### src/rtl/irq_pkg.sv
`default_nettype none
// +----------------------------------------------------------------------------+
// | Package   : irq_pkg                                                        |
// | Purpose   : Shared constants, edge/level selector encodings and the        |
// |             acknowledge-index decode helper for the pending latch.         |
// | Revision  : 1.0 - initial release                                          |
// +----------------------------------------------------------------------------+
package irq_pkg;

    // Number of request lines and the width of an index into them.
    localparam int N_IRQ     = 8;
    localparam int IRQ_IDX_W = 3;

    // Per-bit trigger mode encodings for edge_sel.
    localparam logic EDGE  = 1'b1;
    localparam logic LEVEL = 1'b0;

    // One-hot decode of an acknowledge index. Indices with no matching line
    // decode to all zeros, so an out-of-range ack clears nothing.
    function automatic logic [N_IRQ-1:0] idx_to_onehot(input logic [IRQ_IDX_W-1:0] idx);
        logic [N_IRQ-1:0] v;
        v = '0;
        for (int i = 0; i < N_IRQ; i++) begin
            if (idx == IRQ_IDX_W'(i)) begin
                v[i] = 1'b1;
            end
        end
        return v;
    endfunction

endpackage : irq_pkg
`default_nettype wire

### src/rtl/irq_sync_edge.sv
`default_nettype none
// +----------------------------------------------------------------------------+
// | Module    : irq_sync_edge                                                  |
// | Purpose   : Single-line sampler. Registers one raw request line into s_q,  |
// |             keeps a one-cycle delayed copy s_d and reports the level and a |
// |             rising-edge pulse.                                             |
// | Config    : IRQ_SYNC_EN - when defined, the line passes through a two-flop |
// |             synchronizer whose second stage is s_q, so the input may be    |
// |             fully asynchronous to clk.                                     |
// | Revision  : 1.0 - initial release                                          |
// +----------------------------------------------------------------------------+
module irq_sync_edge (
    input  logic clk,
    input  logic rst_n,
    input  logic irq_in,
    output logic level,
    output logic rise
);

    logic r_s_q;
    logic r_s_d;

`ifdef IRQ_SYNC_EN
    logic r_meta;

    // Two-flop synchronizer: r_meta absorbs metastability, r_s_q is the stable sample.
    always_ff @(posedge clk or negedge rst_n) begin
        if (!rst_n) begin
            r_meta <= 1'b0;
            r_s_q  <= 1'b0;
        end else begin
            r_meta <= irq_in;
            r_s_q  <= r_meta;
        end
    end
`else
    // Input is already synchronous to clk: a single sampling register.
    always_ff @(posedge clk or negedge rst_n) begin
        if (!rst_n) begin
            r_s_q <= 1'b0;
        end else begin
            r_s_q <= irq_in;
        end
    end
`endif

    // Delayed sample; clearing to 0 makes a line held high through reset count as one edge.
    always_ff @(posedge clk or negedge rst_n) begin
        if (!rst_n) begin
            r_s_d <= 1'b0;
        end else begin
            r_s_d <= r_s_q;
        end
    end

    assign level = r_s_q;
    assign rise  = r_s_q & ~r_s_d;

endmodule : irq_sync_edge
`default_nettype wire

### src/rtl/irq_pending_latch.sv
`default_nettype none
// +----------------------------------------------------------------------------+
// | Module    : irq_pending_latch                                              |
// | Purpose   : Captures N request lines into a pending register (per-bit edge |
// |             or level trigger), applies the enable mask and presents the    |
// |             registered pending vector to the downstream priority encoder.  |
// |             The consumer acknowledges the serviced index to clear its bit. |
// |             Sticky overflow flags record edges lost on already-pending     |
// |             edge-mode bits.                                                |
// | Config    : IRQ_SYNC_EN - adds a two-flop synchronizer per input line      |
// |             (irq_in to pend latency becomes 3 edges instead of 2).         |
// | Revision  : 1.0 - initial release                                          |
// +----------------------------------------------------------------------------+
module irq_pending_latch
    import irq_pkg::*;
#(
    parameter int N     = N_IRQ,
    parameter int IDX_W = IRQ_IDX_W
) (
    input  logic             clk,
    input  logic             rst_n,
    input  logic [N-1:0]     irq_in,
    input  logic [N-1:0]     edge_sel,
    input  logic [N-1:0]     irq_mask,
    input  logic             ack_valid,
    input  logic [IDX_W-1:0] ack_idx,
    input  logic             ovf_clr,
    output logic [N-1:0]     pend,
    output logic             pend_any,
    output logic [N-1:0]     overflow
);

    logic [N-1:0]     w_level;
    logic [N-1:0]     w_rise;
    logic [N-1:0]     w_set;
    logic [N-1:0]     w_clr;
    logic [N-1:0]     w_p_next;
    logic [N-1:0]     w_ovf_set;
    logic [N-1:0]     w_pend_next;
    logic [N_IRQ-1:0] w_dec;
    logic [N-1:0]     r_p;

    // Acknowledge decode, shared by every bit.
    assign w_dec = idx_to_onehot(IRQ_IDX_W'(ack_idx));

    generate
        for (genvar b = 0; b < N; b++) begin : g_bit
            irq_sync_edge u_sync (
                .clk    (clk),
                .rst_n  (rst_n),
                .irq_in (irq_in[b]),
                .level  (w_level[b]),
                .rise   (w_rise[b])
            );

            // Lines beyond the decoder's reach can never be acknowledged by index.
            if (b < N_IRQ) begin : g_dec
                assign w_clr[b] = ack_valid & w_dec[b % N_IRQ];
            end else begin : g_nodec
                assign w_clr[b] = 1'b0;
            end

            assign w_set[b] = (edge_sel[b] == EDGE) ? w_rise[b] : w_level[b];
        end
    endgenerate

    // Set wins over clear, so an acked level line that is still high re-pends at once.
    assign w_p_next    = w_set | (r_p & ~w_clr);
    assign w_pend_next = w_p_next & irq_mask;

    // A new edge on a bit that is already pending and not being serviced is a lost request.
    assign w_ovf_set   = edge_sel & w_rise & r_p & ~w_clr;

    // Unmasked pending accumulator plus the registered, masked view of it.
    always_ff @(posedge clk or negedge rst_n) begin
        if (!rst_n) begin
            r_p      <= '0;
            pend     <= '0;
            pend_any <= 1'b0;
        end else begin
            r_p      <= w_p_next;
            pend     <= w_pend_next;
            pend_any <= |w_pend_next;
        end
    end

    // Sticky overflow flags: a new overflow beats a simultaneous bulk clear.
    always_ff @(posedge clk or negedge rst_n) begin
        if (!rst_n) begin
            overflow <= '0;
        end else begin
            for (int b = 0; b < N; b++) begin
                if (w_ovf_set[b]) begin
                    overflow[b] <= 1'b1;
                end else if (ovf_clr) begin
                    overflow[b] <= 1'b0;
                end
            end
        end
    end

endmodule : irq_pending_latch
`default_nettype wire

### config.mk
export PLATFORM = sky130hd
export DESIGN_NAME = irq_pending_latch
export DESIGN_NICKNAME = d
export VERILOG_FILES = /design/src/rtl/irq_pkg.sv /design/src/rtl/irq_sync_edge.sv /design/src/rtl/irq_pending_latch.sv
export SDC_FILE = /design/constraint.sdc
export NUM_CORES = 1
export LEC_CHECK = 0
export CAP_MARGIN = 20
export CORE_ASPECT_RATIO = 0.8
export CORE_MARGIN = 1
export CORE_UTILIZATION = 47
export CTS_BUF_LIST = sky130_fd_sc_hd__clkbuf_8
export DETAILED_ROUTE_END_ITERATION = 8
export PLACE_DENSITY = 0.79
export SYNTH_ARGS = -nofsm -noshare
export SYNTH_HDL_FRONTEND = slang
export SYNTH_SLANG_ARGS = --single-unit
### constraint.sdc
create_clock -name clk -period 1.7 [get_ports clk]
set_input_delay 0.255 -clock clk [delete_from_list [all_inputs] [get_ports clk]]
set_output_delay 0.255 -clock clk [all_outputs]
set_load 0.01 [all_outputs]
### Word level (Yosys, flattened, before mapping)

Index checks and enable logic that the tools add are counted.

| storage, ports and cells | value |
|---|---|
| bits in registers | 41 |
| bits of input ports | 31 |
| word-level logic and storage cells | 100 |

| cells by class | value |
|---|---|
| eq/ne operators | 7 |
| mux-type cells | 25 |
| bitwise operators | 31 |
| reduce and logical (&&, ||, !) cells | 10 |

Operators by type and width:

| cell | count |
|---|---|
| $and 8x8->8 | 5 |
| $mux 1 | 25 |
| $and 1x1->1 | 16 |
| $reduce_bool 2->1 | 8 |
| $eq 3x3->1 const B | 4 |
| $not 1->1 | 8 |
| $not 8->8 | 1 |
| $or 8x8->8 | 1 |
| $reduce_or 8->1 | 1 |
| $eq 3x2->1 const B | 2 |
| $eq 3x1->1 const B | 1 |
| $logic_not 3->1 | 1 |

### Depth between registers and ports, before layout

Gate-level depths: netlist (run 1).

| depth | value |
|---|---|
| word-level depth | 8 |
| gate-level depth with buffers | 4 |
| depth with buffers taken out | 4 |

### Cells and area by module

Synthesis (run 1) repeated with hierarchy kept, for this count alone.

| unflattened totals | value |
|---|---|
| cell total of the unflattened synthesis | 126 |
| area total of the unflattened synthesis | 1,612.8 µm² |

By module, submodules not included:

| module | instances | cells an instance | area each (µm²) |
|---|---|---|---|
| irq_pending_latch | 1 | 102 | 1,102.3 |
| irq_sync_edge | 8 | 3 | 63.8 |

### Least setup slack after synthesis (run 1)

OpenSTA, ideal clock, no wires.

| timing path | value |
|---|---|
| path type | input -> register |
| start point | in ack_idx[0] |
| end point | reg pend_any |
| arrival | 1.533 ns |
| required time | 1.561 ns |
| setup slack | 0.029 ns |
| stages | 4 |
| cell sequence | or4b_4 -> a22oi_4 -> o22ai_1 -> or4_1 |

| between the ends | value |
|---|---|
| cells in the longest elaborated chain, start to end | 8 |
| elaborated cells between the ends (all ways) | 29 |
| those cells by class | 7 x eq/ne; 8 x mux; 12 x bitwise; 2 x reduce/logical |

Ends and longest elaborated chain:

| what | RTL line | RTL |
|---|---|---|
| start, declared | irq_pending_latch.sv:26 | `input logic [IDX_W-1:0] ack_idx,` |
| $eq 3x1->1 (tied with other cells) | irq_pkg.sv:24 | `if (idx == IRQ_IDX_W'(i)) begin` |
| $mux 1 | irq_pkg.sv:24 |  |
| $and 1x1->1 | irq_pending_latch.sv:58 | `assign w_clr[b] = ack_valid & w_dec[b % N_IRQ];` |
| $not 8->8 (*) | irq_pending_latch.sv:68 | `assign w_p_next = w_set \| (r_p & ~w_clr);` |
| $and 8x8->8 (*) | irq_pending_latch.sv:68 |  |
| $or 8x8->8 (*) | irq_pending_latch.sv:68 |  |
| $and 8x8->8 (*) | irq_pending_latch.sv:69 | `assign w_pend_next = w_p_next & irq_mask;` |
| $reduce_or 8->1 (*) | irq_pending_latch.sv:83 | `pend_any <= \|w_pend_next;` |
| end signal, assigned | irq_pending_latch.sv:83 |  |
| end, declared | irq_pending_latch.sv:29 | `output logic pend_any,` |

Every way passes the cells marked *; elsewhere a longest branch is shown, timed or not.
A chain may end at the register's enable or synchronous reset.

### Worst setup path after layout (run 1)

| timing path | value |
|---|---|
| start point | in ack_idx[2] |
| end point | reg pend_any |

The elaborated chain is that of the path after synthesis.

==> results.md, run 1 <==
- Lkg Pwr: 1.05 nW
- Routed WL: 3480 µm
- Vias in the first global route: around 1200
- Final worst slack: 0.0384 ns
- Antenna Nets Post-Route: 0
- Initial Util: 49.3%
- DR WL/cell: 14.6 µm
- Slew margin rel.: 60.6%
- Number of port buffers: 47
- F_max: between 600 and 700 MHz
- Layout area overhead: 53.9%
- Fin util: 75.9%
- Worst-Skew Late Latency: 0.30 ns
- Final period util: 97.7%
- Period minus WS final: 1.66 ns
- Post-DP HPWL: around 2400 µm
- Filler instances: 178
- Slew Viols, Final: 0
- Syn nets: 152
- WP data arrival: roughly 1.8 ns
- Count of unique library cells instantiated by Yosys: 19
- Post-synthesis cell area: 1520 µm²
- Antenna cells: 0
- Most common cell after layout, fill and taps aside: clkdlybuf4s50_1
- Post-synthesis sequential area ratio: between 60% and 70%
- Avg Cell Area, Syn: between 10 and 15 µm²
- CTS Buf Count: 5
- Peak VDD IR: a little over 0.7 mV
- DP Cell Count: 224
- Die Ht: 52.9 µm
- Fin. Hold Viols: 0
- Bufs on Longest Clock Path: 2
- Post-Synthesis Cells: between 100 and 150
- First-pass GRT wire length: 5390 µm
- Nets: 229
- CP Data Required Time: 1.87 ns
- DR pass1 iterations: 4
- Worst Setup Start Kind: input port
- Synth Register Bits: 41
- CORE AREA: 3090 µm²
- Residual DRC: 0
- Final GP Congestion: 0.763
- Grt ovf: 0
- Actual slew at the worst max-slew pin: approximately 0.59 ns
- Root buffer selected by CTS: clkbuf_8
- Placement Rows: 18
- Most frequent cells in the layout: clkdlybuf4s50_1, dfrtp_1, nand2_1
- Crit path max fanout: 5
- First DRT Iteration DRCs: 59
- Initial antenna violation count: 0
- Total chip power: 2.20 mW
- Vias: 1228
- Worst setup EP type: register
- Clock transition at the registers of the reported paths: 0.08 ns
- Post-route insts no fill: about 240
- Power per Cell Area: 938 nW/µm²
- Worst Hold Class: input port to register
- Total I/O pin count: 48
- H-Tree Depth: 2
- Largest net degree at the start of global routing: 28
- Vias per Instance: just over 5
- Die Span X: approximately 66 µm
- Run status: finished clean
- Yosys warning count: 0
- # setup viols final: 0
- Share of layout cells above drive strength 1: 20.6%
- Tot GR Track Use: 22.5%
- Setup CP Type: input port to register
- Setup WS pre-CTS: -0.558 ns
- Die Area: ~3500 µm²
- Sink Count: 41
- CTS tree: built
- # Max-Cap Violations: 0
- Setup Skew: 0.00848 ns
-- report_power, final --
group,leakage (nW),internal (mW),total [mW],switching (mW)
logic,0.527,0.190,0.322,0.132
registers,0.470,1.04,1.07,0.0338
clock network,0.0574,0.477,0.802,0.325
-- cells by family (layout without fill, tap and decap cells) --
kind of cell | Yosys count | in the layout | share of synthesized area [%]
DFF | 41 | 41 | 67.4
buffers and inverters | 16 | 94 | 3.95
and+or+nand+nor | 43 | 43 | 14.8
AOI/OAI and AO/OA | 21 | 21 | 13.8
-- worst max-delay path: stages --
cell and delay, ns:
dlygate4sd2_1 0.29, or4b_4 0.52, a22oi_4 0.20, o22ai_1 0.09, or4_1 0.47
-- through the flow --
step                      area, µm²  TNS [ns]  hold WS (ns)
after floorplan                1520         0       -0.0406
after global routing           2340   -0.0243         0.393
after CTS                      2310         0         0.390
final                          2340         0         0.393
after detailed placement       2160    -0.749         0.284
after global placement         2160    -0.659         0.275
-- sequential cells by signal, indices dropped and copies added, names as in the netlist --
signal              count
r_p                     8
overflow                8
g_bit.u_sync.r_s_d      8
pend                    8
g_bit.u_sync.level      8
pend_any                1
-- path summary, 6_finish.rpt --
kind	from	slack (ns)	end	cells after the start
worst max register to register	g_bit[3].u_sync.level	0.07	pend_any	4
worst min register to register	g_bit[2].u_sync.level	0.40	g_bit[2].u_sync.r_s_d	0
worst max-delay path	ack_idx[2]	0.04	pend_any	5
max in group asynchronous	rst_n	0.59	r_p[2]	3
min in group asynchronous	rst_n	0.49	r_p[6]	2
worst min-delay path	irq_in[5]	0.39	g_bit[5].u_sync.level	1
-- cell usage after synthesis --
cell type	n	area share [%]
and2_1	4	1.6
dfrtp_1	41	67
inv_1	15	3.7
o22ai_1	1	0.41
nand4bb_1	3	2.2
or4_1	1	0.49
a21boi_1	2	0.99
buf_1	1	0.25
o2bb2ai_1	3	1.7
a2111o_1	1	0.74
nand2_1	28	6.9
or4b_4	1	0.90
a22oi_4	2	2.8
a21bo_2	3	2.0
nor2_1	2	0.49
o32ai_1	8	4.6
nand4b_1	3	1.7
a22o_1	1	0.58
nand4_1	1	0.41
-- metal layers --
metal | vias to the layer above | GRT usage [%] | wire, µm
met3 | 7 | 6.25 | 205
li1 | 574 | - | -
met5 | - | 0 | 0
met4 | 0 | 11.6 | 87
met2 | 52 | 39.2 | 1710
met1 | 595 | 25.4 | 1480
-- area by class of cell --
cell class / instances / area [µm²] / share of cell area (%)
Tap cell: 40 / 50.0 / 2.14
Timing Repair Buffer: 71 / 641 / 27.4
Multi-Input combinational cell: 64 / 448 / 19.1
Clock inverter: 2 / 37.5 / 1.60
Clock buffer: 6 / 82.6 / 3.53
Inverter: 15 / 56.3 / 2.41
Sequential cell: 41 / 1030 / 43.8
-- timing repair --
action	in CTS	in global routing
hold buffers	1	0
pin swaps	4	4
setup buffers	2	4
resized for setup	5	4
endpoints found under the hold margin	26	0
setup endpoints to repair	1	1
No activity file was read; power rests on OpenSTA's default activity.
==> run 2, diff against run 1 <==
--- a/config.mk
+++ b/config.mk
@@ -7,7 +7,7 @@
 export LEC_CHECK = 0
 export CAP_MARGIN = 20
 export CORE_ASPECT_RATIO = 0.8
-export CORE_MARGIN = 1
+export CORE_MARGIN = 4
 export CORE_UTILIZATION = 47
 export CTS_BUF_LIST = sky130_fd_sc_hd__clkbuf_8
 export DETAILED_ROUTE_END_ITERATION = 8
==> constraint.sdc (replaced) <==
create_clock -name clk -period 1.7 [get_ports clk]
set_input_delay 0.17 -clock clk [delete_from_list [all_inputs] [get_ports clk]]
set_output_delay 0.17 -clock clk [all_outputs]
set_load 0.01 [all_outputs]
==> run 2 against run 1 <==
Compared with the run above:
- global-route usage is 2.0 points lower
- non-clock buffer count is 5 lower
- wire length is 11% higher
- sequential share of layout area is 1.2 points higher
- first-iteration DRC count is 37% higher
- clock skew is 0.0056 ns lower
- core utilization is 1.9 points lower
- register-to-register slack worse by 0.03 ns
- setup slack worse by 0.0018 ns
- clock power is 14% lower
==> results.md, run 2 (same netlist as run 1, synthesis figures left out) <==
- WP data arrival: 1.83 ns (about the same)
- Final period util: 97.8% (+0.11 points)
- # Max-Cap Violations: 0 (unchanged)
- Die Span X: 71.6 µm (+9.1%)
- Crit-path cells: dlygate4sd2_1 > or4b_4 > a22oi_4 > o22ai_1 > or4_1
- Placement Rows: 18 (unchanged)
- Clock transition at the registers of the reported paths: 0.07 ns (about the same)
- Crit-path leading delay family: simple AND/OR/NAND/NOR gates
- H-Tree Depth: 2 (unchanged)
- Met1 Use GR: 21.4% (-4.0 points)
- Total chip power: 2.09 mW (-5.0%)
- Residual DRC: 0 (unchanged)
- Actual slew at the worst max-slew pin: 0.565 ns (-0.0261 ns)
- Lkg Pwr: 1.03 nW (-2.3%)
- Total I/O pin count: 48 (unchanged)
- Fin. Hold Viols: 0 (unchanged)
- Initial antenna violation count: 0 (unchanged)
- Vias in the first global route: 1377 (+16%)
- Share of layout cells above drive strength 1: 17.5% (-3.1 points)
- Most frequent cells in the layout: clkdlybuf4s50_1, dfrtp_1, nand2_1
- Largest net degree at the start of global routing: 27 (-3.6%)
- Hold_ws: 0.301 ns (-0.0918 ns)
- Filler instances: 208 (+17%)
- CTS Buf Count: 5 (unchanged)
- Origin of the critical flop-to-flop path: g_bit[3].u_sync.level
- Die Ht: 58.9 µm (+11%)
- CTS tree: built
- Root buffer selected by CTS: clkbuf_8
- Worst-Skew Late Latency: 0.30 ns (about the same)
- Post-DP HPWL: 2910 µm (+19%)
- Fin area: 2280 µm² (-2.6%)
- Peak VDD IR: 0.727 mV (+0.15%)
- Global Route met3 Usage: 6.48% (+0.23 points)
- Period minus WS final: 1.66 ns (+0.00184 ns)
- Reg2Reg Capture Point: pend_any
- Hold Startpoint: irq_in[7]
- Placed inst area: 2160 µm² (unchanged)
- Unrepaired setup endpoints after global routing: false
- Number of port buffers: 47 (unchanged)
- Crit-path max cell delay: 0.58 ns (+0.06 ns)
- Sink Count: 41 (unchanged)
- Final GP Congestion: 0.767 (+0.52%)
- Routed WL: 3870 µm (+11%)
- Most common cell after layout, fill and taps aside: clkdlybuf4s50_1
- Setup Skew: 0.00284 ns (-0.00564 ns)
- Tot GR Track Use: 20.4% (-2.0 points)
- Slew margin rel.: 62.3% (+1.7 points)
- First-pass GRT wire length: 6230 µm (+16%)
- Run status: finished clean
- Worst hold path depth: 1 (unchanged)
- # setup viols final: 0 (unchanged)
- DR pass1 iterations: 4 (unchanged)
- Nets: 224 (-2.2%)
- First DRT Iteration DRCs: 81 (+37%)
- R2R setup slack: 0.04 ns (-0.03 ns)
- Worst Setup Start Kind: input port
- Sequential Area: 1030 µm² (unchanged)
- Hold worst-path end: g_bit[7].u_sync.level
- Setup CP Type: input port to register
- Crit path max fanout: 4 (-1)
- Bufs on Longest Clock Path: 2 (unchanged)
- CP Data Required Time: 1.87 ns (about the same)
- Multi-input logic area: 442 µm² (-1.4%)
- Worst setup EP type: register
- Antenna Nets Post-Route: 0 (unchanged)
- Fin util: 73.9% (-1.9 points)
- Antenna cells: 0 (unchanged)
- DR WL/cell: 16.5 µm (+13%)
- Crit-path slowest cell: or4b_4
- Slew Viols, Final: 0 (unchanged)
- F_max: 601 MHz (-0.11%)
- Power per Cell Area: 914 nW/µm² (-2.5%)
- WP buf/inv: 1 (unchanged)
- Die Area: 4220 µm² (+22%)
- Layout area overhead: 49.9%
- Busiest grt layer: met2
- Met2 Use GR: 37.0% (-2.1 points)
- Vias: 1207 (-1.7%)
- Initial Util: 49.3% (unchanged)
- Worst Hold Class: input port to register
- CORE AREA: 3090 µm² (unchanged)
- Grt ovf: 0 (unchanged)
- Vias per Instance: 5.16 (+0.39%)
- Reg2Reg Depth: 4 (unchanged)
run 2: cell types whose count changed in the layout (fill, tap and decap cells not counted), sizes merged:
cell           before  now
buf                24   19
bufinv              1    0
clkinv              0    1
clkinvlp            1    0
dlygate4sd2         2    4
clkdlybuf4s15       1    0
run 2: cell type report:
class                      count  share of cell area (%)
clock buffer                   7                    4.22
clock inverter                 1                   0.219
inverter                      15                    2.47
multi-input combinational     64                    19.4
sequential                    41                    45.0
tap                           40                    2.19
timing repair buffer          66                    26.5
run 2: what timing repair did:
| action | 4_1_cts | 5_1_grt |
|---|---|---|
| endpoints found under the setup margin | 1 | 1 |
| resized for setup | 4 | 1 |
| buffers inserted | 1 | 0 |
| pin swaps | 1 | 0 |
| hold endpoints to repair | 25 | 0 |
| hold buffers | 1 | 0 |
run 2: layer usage:
metal | wire length (µm) | share of wire, % | up-vias
met5 | 0 | 0 | -
met4 | 91 | 2.4 | 0
met3 | 257 | 6.6 | 13
met2 | 2040 | 53 | 42
met1 | 1480 | 38 | 593
li1 | - | - | 559
run 2: worst max path at each step:
stage,start,end,cells after the start
after floorplan,ack_idx[0],pend_any,4
after global placement,ack_idx[0],pend_any,5
after detailed placement,ack_idx[0],pend_any,5
after CTS,ack_idx[0],pend_any,5
after global routing,ack_idx[0],pend_any,5
final,ack_idx[0],pend_any,5
run 2: power breakdown:
group	switching, mW	internal [mW]
logic	0.136	0.184
clock network	0.326	0.367
registers	0.0344	1.04
total	0.497	1.59
run 2: per-stage QoR:
step	setup TNS (ns)	setup slack, ns	std cells
floorplan	0	0.114	121
global placement	-0.371	-0.371	224
detailed placement	-0.578	-0.496	224
CTS	0	0.0426	234
global route	0	0.0146	234
finish	0	0.0366	234
